File: config.mk
export PLATFORM = sky130hd
export DESIGN_NAME = adder_limb_seq
export DESIGN_NICKNAME = d
export VERILOG_FILES = /design/src/rtl/adder_pkg.sv /design/src/rtl/adder_limb_seq.sv
export SDC_FILE = /design/constraint.sdc
export NUM_CORES = 1
export LEC_CHECK = 0
export CAP_MARGIN = 20
export CORE_ASPECT_RATIO = 1.25
export CORE_MARGIN = 2
export CORE_UTILIZATION = 30
export CTS_CLUSTER_DIAMETER = 50
export DETAILED_ROUTE_END_ITERATION = 12
export DONT_BUFFER_PORTS = 1
export GPL_TIMING_DRIVEN = 0
export PLACE_DENSITY = 0.5
export SLEW_MARGIN = 30
export SYNTH_ARGS = -nofsm -noshare
export SYNTH_HDL_FRONTEND = slang
export SYNTH_SLANG_ARGS = --single-unit
File: constraint.sdc
create_clock -name clk -period 2.7 [get_ports clk]
set_input_delay 0.27 -clock clk [delete_from_list [all_inputs] [get_ports clk]]
set_output_delay 0.27 -clock clk [all_outputs]
set_load 0.02 [all_outputs]
File: src/rtl/adder_pkg.sv
// Shared definitions for the multi-limb add sequencer.
package adder_pkg;

    // Sequencer state encoding
    typedef enum logic [1:0] {
        ST_IDLE = 2'd0,
        ST_RUN  = 2'd1,
        ST_DONE = 2'd2
    } state_t;

    // Limb index width: $clog2(nlimbs), never narrower than one bit
    function automatic int unsigned idx_width(input int unsigned nlimbs);
        return (nlimbs > 1) ? $clog2(nlimbs) : 1;
    endfunction

    localparam int unsigned DEFAULT_NLIMBS = 4;
    localparam int unsigned DEFAULT_IDXW   = idx_width(DEFAULT_NLIMBS);

endpackage

File: src/rtl/adder_limb_seq.sv
// Multi-precision add sequencer: feeds one limb per cycle to an external
// combinational adder (LSB limb first), chains the carry, and returns the
// assembled wide sum on a valid/ready output.
module adder_limb_seq
    import adder_pkg::*;
#(
    parameter int unsigned WIDTH  = 8,
    parameter int unsigned SWIDTH = WIDTH + 1,
    parameter int unsigned NLIMBS = 4,
    parameter int unsigned TOTW   = WIDTH * NLIMBS
) (
    input  logic              clk,
    input  logic              rst_n,
    input  logic              in_valid,
    output logic              in_ready,
    input  logic [TOTW-1:0]   in_a,
    input  logic [TOTW-1:0]   in_b,
    input  logic              in_cin,
    output logic [WIDTH-1:0]  add_x,
    output logic [WIDTH-1:0]  add_y,
    output logic              add_cin,
    input  logic [SWIDTH-1:0] add_sm,
    output logic              out_valid,
    input  logic              out_ready,
    output logic [TOTW-1:0]   out_sum,
    output logic              out_cout,
    output logic              out_zero
);

    localparam int unsigned     IDXW     = idx_width(NLIMBS);
    localparam logic [IDXW-1:0] LAST_IDX = IDXW'(NLIMBS - 1);

    // Parameter sanity checks at elaboration
    if (SWIDTH != WIDTH + 1) begin : g_bad_swidth
        $error("adder_limb_seq: SWIDTH must equal WIDTH+1");
    end
    if (NLIMBS < 1) begin : g_bad_nlimbs
        $error("adder_limb_seq: NLIMBS must be >= 1");
    end
    if (TOTW != WIDTH * NLIMBS) begin : g_bad_totw
        $error("adder_limb_seq: TOTW must equal WIDTH*NLIMBS");
    end

    state_t            state_q,     state_d;
    logic [IDXW-1:0]   idx_q,       idx_d;
    logic [TOTW-1:0]   a_q,         a_d;
    logic [TOTW-1:0]   b_q,         b_d;
    logic [TOTW-1:0]   sum_q,       sum_d;
    logic              carry_q,     carry_d;
    logic              in_ready_d;
    logic [WIDTH-1:0]  add_x_d,     add_y_d;
    logic              add_cin_d;
    logic              out_valid_d, out_cout_d, out_zero_d;
    logic [TOTW-1:0]   out_sum_d;
    logic [TOTW-1:0]   sum_next;

    // Next-state and next-output logic; operand registers shift down one limb
    // per RUN cycle so the next limb is always at the LSBs, and the sum shifts
    // in from the top so limb 0 lands at the bottom after NLIMBS steps.
    always_comb begin
        state_d     = state_q;
        idx_d       = idx_q;
        a_d         = a_q;
        b_d         = b_q;
        sum_d       = sum_q;
        carry_d     = carry_q;
        in_ready_d  = in_ready;
        add_x_d     = '0;
        add_y_d     = '0;
        add_cin_d   = 1'b0;
        out_valid_d = out_valid;
        out_sum_d   = out_sum;
        out_cout_d  = out_cout;
        out_zero_d  = out_zero;
        sum_next    = (sum_q >> WIDTH) | (TOTW'(add_sm[WIDTH-1:0]) << (TOTW - WIDTH));

        unique case (state_q)
            ST_IDLE: begin
                in_ready_d = 1'b1;
                if (in_valid) begin
                    a_d        = in_a >> WIDTH;
                    b_d        = in_b >> WIDTH;
                    carry_d    = in_cin;
                    idx_d      = '0;
                    sum_d      = '0;
                    add_x_d    = in_a[WIDTH-1:0];
                    add_y_d    = in_b[WIDTH-1:0];
                    add_cin_d  = in_cin;
                    in_ready_d = 1'b0;
                    state_d    = ST_RUN;
                end
            end
            ST_RUN: begin
                carry_d = add_sm[WIDTH];
                sum_d   = sum_next;
                if (idx_q == LAST_IDX) begin
                    state_d     = ST_DONE;
                    out_valid_d = 1'b1;
                    out_sum_d   = sum_next;
                    out_cout_d  = add_sm[WIDTH];
                    out_zero_d  = (sum_next == '0) && !add_sm[WIDTH];
                end else begin
                    idx_d     = idx_q + IDXW'(1);
                    add_x_d   = a_q[WIDTH-1:0];
                    add_y_d   = b_q[WIDTH-1:0];
                    add_cin_d = add_sm[WIDTH];
                    a_d       = a_q >> WIDTH;
                    b_d       = b_q >> WIDTH;
                end
            end
            ST_DONE: begin
                if (out_ready) begin
                    out_valid_d = 1'b0;
                    in_ready_d  = 1'b1;
                    state_d     = ST_IDLE;
                end
            end
            default: begin
                state_d     = ST_IDLE;
                in_ready_d  = 1'b1;
                out_valid_d = 1'b0;
            end
        endcase
    end

    // State, datapath and output registers
    always_ff @(posedge clk or negedge rst_n) begin
        if (!rst_n) begin
            state_q   <= ST_IDLE;
            idx_q     <= '0;
            a_q       <= '0;
            b_q       <= '0;
            sum_q     <= '0;
            carry_q   <= 1'b0;
            in_ready  <= 1'b1;
            add_x     <= '0;
            add_y     <= '0;
            add_cin   <= 1'b0;
            out_valid <= 1'b0;
            out_sum   <= '0;
            out_cout  <= 1'b0;
            out_zero  <= 1'b0;
        end else begin
            state_q   <= state_d;
            idx_q     <= idx_d;
            a_q       <= a_d;
            b_q       <= b_d;
            sum_q     <= sum_d;
            carry_q   <= carry_d;
            in_ready  <= in_ready_d;
            add_x     <= add_x_d;
            add_y     <= add_y_d;
            add_cin   <= add_cin_d;
            out_valid <= out_valid_d;
            out_sum   <= out_sum_d;
            out_cout  <= out_cout_d;
            out_zero  <= out_zero_d;
        end
    end

endmodule
==> impl_metrics.tcl, run 1 <==
set metrics [dict create \
    dp_hpwl_um 9713 \
    place_congestion 0.7994 \
    grt_pass1_vias 4094 \
    area_growth_pct 29.35 \
    startpoint "state_q[0]$_DFFE_PN0P_" \
    setup_viol 0 \
    power.density_nw_per_um2 1359 \
    cts_tree "yes" \
    worstPathMaxFanout 10 \
    start_kind "flop" \
    status "finished with violations" \
    hold_path.class "in -> async" \
    drive_gt1_share_pct 16.16 \
    clk_latency_ps 410 \
    final_nets 630 \
    fin_tns_setup_ps 0 \
    r2r_start "state_q[0]$_DFFE_PN0P_" \
    post-route-min-period_ps 2236 \
    port_buffers 0 \
    die_h_um 150.7 \
    worstPathArrival_ps 2590 \
    cts-buffers-inserted 17 \
    hold_viol 129 \
    ys_ff_latch 129 \
    drv_cap 0 \
    viasPerCell 4.899 \
    ios 131 \
    cts_root_buf "clkbuf_16" \
    required_ps 3060 \
    worstMarginPinSlew_ps 563.1 \
    fin_worst_skew_ps 5.921 \
    gr-total-overflow 0 \
    drt_first_pass_iters 4 \
    core-area_um2 16840 \
    slew_headroom_pct 62.46 \
    multi_input_area_um2 1763 \
    cts.sinks 129 \
    hold_slack_ps -444.3 \
    wirelength_um 14010 \
    grt_max_degree 130 \
    wl_per_cell_um 17.89 \
    path_class "reg -> reg" \
    design_area_um2 6684 \
    drc 0 \
    drt-initial-drc-count 229 \
    synth-seq-area-share_pct 62.49 \
    postSynthAreaPerCell_um2 11.16 \
    ys_top_cells_by_area "dfrtp_1 (62%), nand2_1 (8.4%), mux2_2 (7.4%), a22o_1 (5.9%), a31oi_1 (3.9%)" \
    yosys_warnings 0 \
    vias 3836 \
    cts_max_level 4 \
    synth_top_area_share_pct 61.99 \
    rows 53 \
    endpoint_kind "flop" \
    seq_area_um2 3229 \
    dieArea_um2 18300 \
    syn_area_um2 5167 \
    reg2reg_slack_ps 460 \
    synth.net_count 543 \
    clk_pin_slew_ps 60 \
    syn_inst 463 \
    violations "hold timing" \
    cts_buffer_depth 2 \
    cts_hold_buf 68 \
    antennaDiodeCount 0 \
    power_leakage_nw 2.976 \
    slew_violations 0 \
    num-fill-cells 1648 \
    fin_util_pct 39.68 \
    grt_antenna_before_repair 0 \
    place_area_um2 5443 \
    peakVddDrop_mv 0.5008 \
    grt_pass1_wl_um 22200 \
    post-route-period-util_pct 82.81 \
    grt_usage_pct 16.14 \
    synth_top_area_cell "dfrtp_1" \
    ys_types 30 \
    rsz0062_at_grt "no" \
    fp.dieW_um 121.4 \
    fmax_ghz 0.4473 \
    initial_utilization_pct 30.68 \
    ant_nets 0 \
]
==> through the flow <==
step,hold slack (ps),power (W),instances,setup WS (ps)
floorplan,-25.59,0.005977,463,1155
global placement,-21.29,0.006788,683,942.0
detailed placement,-21.03,0.006900,683,892.9
CTS,-467.7,0.009184,783,434.3
global route,-468.8,0.009704,783,326.4
finish,-444.3,0.009085,783,464.2
==> layer usage <==
metal  vias to the layer above  GRT usage [%]  wire, um
li1                       1791              -         -
met1                      1891          18.03      5644
met2                       126          28.09      7125
met3                        28          5.076       837
met4                         0          7.241       398
met5                         -              0         0
==> cell type report <==
| class | instances | share of cell area, % |
|---|---|---|
| plain buffers | 32 | 2.565 |
| clock buffers | 23 | 7.151 |
| clock inverters | 9 | 1.235 |
| inverters | 1 | 0.05616 |
| multi-input cells | 301 | 26.38 |
| flip-flops and latches | 129 | 48.32 |
| well taps | 220 | 4.118 |
| repair buffers | 68 | 10.18 |
==> cells by family after synthesis <==
family          after synthesis  share of synthesized area, %
mux                          34                         7.409
buf+inv                      33                         3.390
simple gates                169                         13.46
compound gates               96                         12.76
fa+ha+maj                     2                        0.4842
flops                       129                         62.49
==> worst max-delay path, cell delays in order (launching register included) <==
cell	delay, ps
dfrtp_1	350
buf_4	160
nor3b_4	310
buf_2	320
buf_2	320
a22o_1	180
dlygate4sd3_1	530
==> power breakdown <==
group          switching (W)  internal (W)  total, W  leakage [nW]
registers            0.00111       0.00289   0.00401          1.60
logic                0.00165       0.00126   0.00291          1.10
clock network       0.000837       0.00133   0.00217         0.273
total                0.00360       0.00549   0.00909          2.98
==> final timing paths <==
kind | to | cells after the start
worst min register to register | add_x[6]$_DFF_PN0_ | 1
worst max register to register | add_cin$_DFF_PN0_ | 6
max in group asynchronous | in_ready$_DFFE_PN1P_ | 0
worst max-delay path | add_cin$_DFF_PN0_ | 6
worst min-delay path | sum_q[23]$_DFFE_PN0P_ | 0
min in group clk | out_sum[31]$_DFFE_PN0P_ | 1
==> layout by cell type, fill, tap and decap left out, types with 2 or more instances in the layout <==
| cell type | instances |
|---|---|
| dfrtp_1 | 128 |
| nand2_1 | 115 |
| dlygate4sd3_1 | 68 |
| a22o_1 | 35 |
| nor2_1 | 35 |
| mux2_2 | 34 |
| a31oi_1 | 32 |
| o21ai_0 | 26 |
| clkbuf_16 | 17 |
| buf_2 | 14 |
| clkbuf_1 | 11 |
| buf_4 | 9 |
| nor4_1 | 7 |
| clkinv_2 | 4 |
| clkbuf_8 | 3 |
| ha_1 | 2 |
| clkinvlp_4 | 2 |
| clkinv_4 | 2 |
==> cell usage after synthesis <==
cell and count:
nor3_1 1, a22o_1 35, nand2_1 115, o21ai_0 26, ha_1 2, nor2_2 1
nand4_1 1, or4_1 1, nor4_1 7, a2bb2oi_1 1, buf_2 14, buf_4 9
a21oi_1 1, or2_2 1, inv_1 1, dfrtp_1 128, nor2_1 35, nor3b_1 1
or2_1 1, a31oi_1 32, buf_1 1, nor3b_4 1, and2b_1 1, mux2_2 34
nand2_2 1, o22a_1 1, clkbuf_1 8, nand2b_1 1, dfstp_2 1, nand3_1 1
==> flip-flops by register name, summed over array words and instances (netlist names) <==
| register | cells |
|---|---|
| sum_q | 24 |
| idx_q | 2 |
| out_sum | 32 |
| add_y | 8 |
| out_cout | 1 |
| b_q | 24 |
| add_x | 8 |
| in_ready | 1 |
| state_q | 2 |
| add_cin | 1 |
| out_zero | 1 |
| out_valid | 1 |
| a_q | 24 |
==> what timing repair did <==
action / in CTS / in global routing
resized for setup: 0 / 0
hold endpoints to repair: 203 / 129
buffers inserted: 0 / 0
Power figures use the tool's default switching activity.
==> inputs of run 2 (changes only) <==
==> constraint.sdc (replaced) <==
create_clock -name clk -period 2.22 [get_ports clk]
set_input_delay 0.222 -clock clk [delete_from_list [all_inputs] [get_ports clk]]
set_output_delay 0.222 -clock clk [all_outputs]
set_load 0.02 [all_outputs]
==> impl_metrics.tcl, run 2 (synthesis gave the netlist of run 1 again) <==
set metrics [dict create \
    slew_violations 0 \
    cts_tree "yes" \
    final_nets 637 \
    rsz0062_at_grt "no" \
    violations "hold timing" \
    grt_max_degree 130 \
    die_h_um 150.7 \
    vias 3878 \
    wirelength_um 14050 \
    cts_max_level 4 \
    dieArea_um2 18300 \
    post-route-min-period_ps 1859 \
    largest_reg_flops 32 \
    worstPathArrival_ps 2160 \
    clk_latency_ps 410 \
    grt_usage_pct 16.14 \
    path_class "reg -> reg" \
    gr-total-overflow 0 \
    mostFrequentLayoutCells "dfrtp_1 (128), nand2_1 (115), dlygate4sd3_1 (75), a22o_1 (35), nor2_1 (35)" \
    port_buffers 0 \
    slew_headroom_pct 63.23 \
    drt_first_pass_iters 4 \
    dp_hpwl_um 9713 \
    drv_cap 0 \
    status "finished with violations" \
    power.density_nw_per_um2 1635 \
    core-area_um2 16840 \
    ios 131 \
    wl_per_cell_um 17.78 \
    post-route-period-util_pct 83.75 \
    grt_pass1_vias 4081 \
    power_leakage_nw 3.004 \
    viasPerCell 4.909 \
    drc 0 \
    cts.sinks 129 \
    num-fill-cells 1640 \
    fin_tns_setup_ps 0 \
    cts_resized 0 \
    antennaDiodeCount 0 \
    worstMarginPinSlew_ps 551.6 \
    worstPathMaxFanout 10 \
    initial_utilization_pct 30.68 \
    cts_buffer_depth 2 \
    setup_viol 0 \
    fin_worst_skew_ps 6.128 \
    peakVddDrop_mv 0.6040 \
    endpoint_kind "flop" \
    clk_pin_slew_ps 60 \
    hold_slack_ps -491.0 \
    largest_register "out_sum" \
    design_area_um2 6754 \
    fp.dieW_um 121.4 \
    start_kind "flop" \
    area_growth_pct 30.70 \
    fmax_ghz 0.5378 \
    place_congestion 0.7994 \
    required_ps 2520 \
    hold_viol 129 \
    ant_nets 0 \
    drive_gt1_share_pct 15.96 \
    cts-buffers-inserted 17 \
    cts_hold_buf 75 \
    cts_root_buf "clkbuf_16" \
    final_common_cell "dfrtp_1" \
    place_area_um2 5443 \
    rows 53 \
    grt_pass1_wl_um 22160 \
    hold_path.class "in -> async" \
    post_cts_buffers 0 \
    drt-initial-drc-count 238 \
    grt_antenna_before_repair 0 \
]
run 2: cell count changes in the layout (fill, tap and decap cells not counted), sizes merged:
| cell | before | now |
|---|---|---|
| dlygate4sd3 | 68 | 75 |
run 2: worst max-delay path, cell delays in order, from the launching register on:
cell and delay [ps]:
dfrtp_1 400, ha_1 230, nor3b_1 290, buf_2 280
nor2_2 140, buf_4 210, a22o_1 190
run 2: report_power, final:
part | switching (W) | internal [W]
Sequential | 0.00135 | 0.00352
Combinational | 0.00201 | 0.00153
Clock | 0.00101 | 0.00162
Total | 0.00437 | 0.00667
run 2: path summary, 6_finish.rpt:
kind	cells past startpoint	startpoint	end	slack [ps]
setup / recovery	6	idx_q[0]$_DFFE_PN0P_	b_q[19]$_DFFE_PN0P_	360
hold / removal	0	rst_n	sum_q[23]$_DFFE_PN0P_	-490
setup reg to reg	6	idx_q[0]$_DFFE_PN0P_	b_q[19]$_DFFE_PN0P_	360
hold reg to reg	1	a_q[6]$_DFFE_PN0P_	add_x[6]$_DFF_PN0_	500
max in group asynchronous	0	rst_n	in_ready$_DFFE_PN1P_	2510
min in group clk	2	out_ready	state_q[1]$_DFFE_PN0P_	40
run 2: final cells by class:
cell class	count	area [um2]	area share, %
multi-input cells	301	1763	26.10
inverters	1	3.754	0.05558
repair buffers	75	750.7	11.12
plain buffers	32	171.4	2.538
clock inverters	9	82.58	1.223
clock buffers	23	478.0	7.077
flip-flops and latches	129	3229	47.81
well taps	220	275.3	4.076
run 2: layer usage:
metal  GRT usage, %  part of all wire [%]  up-vias
li1               -                     -     1803
met1          18.40                    40     1909
met2          27.89                    51      139
met3          4.811                   6.0       27
met4          7.184                   2.7        0
met5              0                     0        -
run 2: per-stage QoR:
stage	power, W	utilization (%)	setup slack [ps]	cells
2_1_floorplan	0.007270	-	674.9	463
3_3_place_gp	0.008255	32.31	462.0	683
3_5_place_dp	0.008392	32.31	412.9	683
4_1_cts	0.01117	40.10	396.4	790
5_1_grt	0.01180	40.10	268.4	790
6_report	0.01104	40.10	360.7	790
==> inputs of run 3 (changes only) <==
==> constraint.sdc (replaced) <==
create_clock -name clk -period 1.8 [get_ports clk]
set_input_delay 0.18 -clock clk [delete_from_list [all_inputs] [get_ports clk]]
set_output_delay 0.18 -clock clk [all_outputs]
set_load 0.02 [all_outputs]
==> impl_metrics.tcl, run 3 (synthesis gave the netlist of run 1 again) <==
set metrics [dict create \
    worstPathMaxFanout 10 \
    drc 0 \
    fmax_ghz 0.5836 \
    grt_pass1_wl_um 22180 \
    cp_num_buf_inv 2 \
    path_class "reg -> reg" \
    ant_nets 0 \
    wirelength_um 14030 \
    slew_headroom_pct 63.36 \
    drt_first_pass_iters 4 \
    clk_latency_ps 410 \
    rows 53 \
    cts-buffers-inserted 17 \
    cts_max_level 4 \
    dieArea_um2 18300 \
    grt_pass1_vias 4087 \
    hold_slack_ps -532.8 \
    worstPathArrival_ps 2010 \
    post-route-period-util_pct 95.19 \
    fin_ws_ps 86.61 \
    status "finished with violations" \
    largest_register "out_sum" \
    start_kind "flop" \
    hold_viol 129 \
    power_frac_seq_pct 44.0 \
    cts_hold_buf 76 \
    place_congestion 0.7994 \
    post-route-min-period_ps 1713 \
    mostFrequentLayoutCells "dfrtp_1 (127), nand2_1 (115), dlygate4sd3_1 (76), a22o_1 (35), nor2_1 (35)" \
    drt-initial-drc-count 248 \
    worstMarginPinSlew_ps 549.7 \
    p_switching_w 0.005390 \
    rsz0062_at_grt "yes" \
    vias 3872 \
    drv_cap 0 \
    core-area_um2 16840 \
    cts_tree "yes" \
    fin_tns_setup_ps 0 \
    cp_slowest_stage_delay_ps 400 \
    fp.dieW_um 121.4 \
    grt_max_degree 130 \
    drive_gt1_share_pct 16.46 \
    hold_path.class "in -> async" \
    total_power_w 0.01365 \
    final_common_cell "dfrtp_1" \
    antennaDiodeCount 0 \
    cp_slowest_cell "dfrtp_1" \
    power.density_nw_per_um2 2014 \
    fin_util_pct 40.25 \
    power_leakage_nw 3.014 \
    clk_pin_slew_ps 60 \
    clkPwrFrac_pct 23.8 \
    die_h_um 150.7 \
    dp_slack_ps -7.110 \
    final_nets 638 \
    timing.rr.end "b_q[19]$_DFFE_PN0P_" \
    gr-total-overflow 0 \
    p_int_w 0.008261 \
    dp_hpwl_um 9713 \
    grt_usage_pct 16.15 \
    violations "hold timing" \
    viasPerCell 4.895 \
    reg2reg_slack_ps 90 \
    port_buffers 0 \
    switching_share_pct 39.48 \
    initial_utilization_pct 30.68 \
    fin_worst_skew_ps 6.108 \
    peakVddDrop_mv 0.7461 \
    cp_top_family "buffers and inverters" \
    slew_violations 0 \
    setup_viol 0 \
    required_ps 2100 \
    cp_common_cell "buf_4" \
    area_growth_pct 31.19 \
    wl_per_cell_um 17.74 \
    largest_reg_flops 32 \
    cts_root_buf "clkbuf_16" \
    num-fill-cells 1639 \
    endpoint_kind "flop" \
    cts.sinks 129 \
    r2r_start "idx_q[0]$_DFFE_PN0P_" \
    reg2regPathDepth 6 \
    cts_buffer_depth 2 \
    grt_antenna_before_repair 0 \
    combPwrFrac_pct 32.2 \
    path_cells "ha_1, nor3b_2, buf_4, nor2_2, buf_4, a22o_1" \
    ios 131 \
]
run 3: cell types whose count changed in the layout (fill, tap and decap cells not counted), sizes merged:
cell | before | now
clkbuf | 31 | 34
buf | 24 | 21
dlygate4sd3 | 75 | 76
run 3: worst max-delay path by stage:
stage	startpoint	endpoint	cells after the start
2_1_floorplan	idx_q[0]$_DFFE_PN0P_	a_q[21]$_DFFE_PN0P_	6
3_3_place_gp	idx_q[0]$_DFFE_PN0P_	b_q[18]$_DFFE_PN0P_	6
3_5_place_dp	idx_q[0]$_DFFE_PN0P_	b_q[20]$_DFFE_PN0P_	6
4_1_cts	state_q[1]$_DFFE_PN0P_	sum_q[19]$_DFFE_PN0P_	5
5_1_grt	idx_q[0]$_DFFE_PN0P_	b_q[19]$_DFFE_PN0P_	6
6_report	idx_q[0]$_DFFE_PN0P_	b_q[19]$_DFFE_PN0P_	6
run 3: power by group through the flow:
| stage | combinational, W | sequential, W | clock (W) |
|---|---|---|---|
| final | 0.00439 | 0.00601 | 0.00325 |
| after detailed placement | 0.00427 | 0.00608 | 0 |
| after CTS | 0.00442 | 0.00605 | 0.00332 |
| after global placement | 0.00414 | 0.00604 | 0 |
| after floorplan | 0.00329 | 0.00568 | 0 |
| after global routing | 0.00494 | 0.00623 | 0.00343 |
run 3: layout make-up:
cell class,instances,area (um2),area share (%)
inverters,1,3.754,0.05537
clock buffers,23,478.0,7.051
clock inverters,9,82.58,1.218
multi-input cells,301,1768,26.08
plain buffers,32,180.2,2.658
well taps,220,275.3,4.061
flip-flops and latches,129,3231,47.66
repair buffers,76,760.7,11.22
run 3: worst register-to-register path: stages (launching register included):
cell and delay (ps):
dfrtp_1 400, ha_1 240, nor3b_2 230, buf_4 210
nor2_2 120, buf_4 210, a22o_1 190
run 3: routing by layer:
layer | share of wire, % | track usage (%) | vias up
met5 | 0 | 0 | -
met4 | 2.1 | 7.184 | 0
met3 | 6.0 | 4.811 | 21
met2 | 52 | 27.95 | 134
met1 | 40 | 18.37 | 1911
li1 | - | - | 1806
run 3: timing repair:
| item | in CTS | in global routing |
|---|---|---|
| buffers inserted | 0 | 0 |
| gates resized for setup | 1 | 5 |
| gates cloned | 0 | 0 |
| hold endpoints to repair | 214 | 129 |
| setup endpoints to repair | 10 | 72 |
run 3: stage by stage:
| step | instance area [um2] | std cells |
|---|---|---|
| 2_1_floorplan | 5167 | 463 |
| 3_3_place_gp | 5443 | 683 |
| 3_5_place_dp | 5443 | 683 |
| 4_1_cts | 6766 | 791 |
| 5_1_grt | 6779 | 791 |
| 6_report | 6779 | 791 |
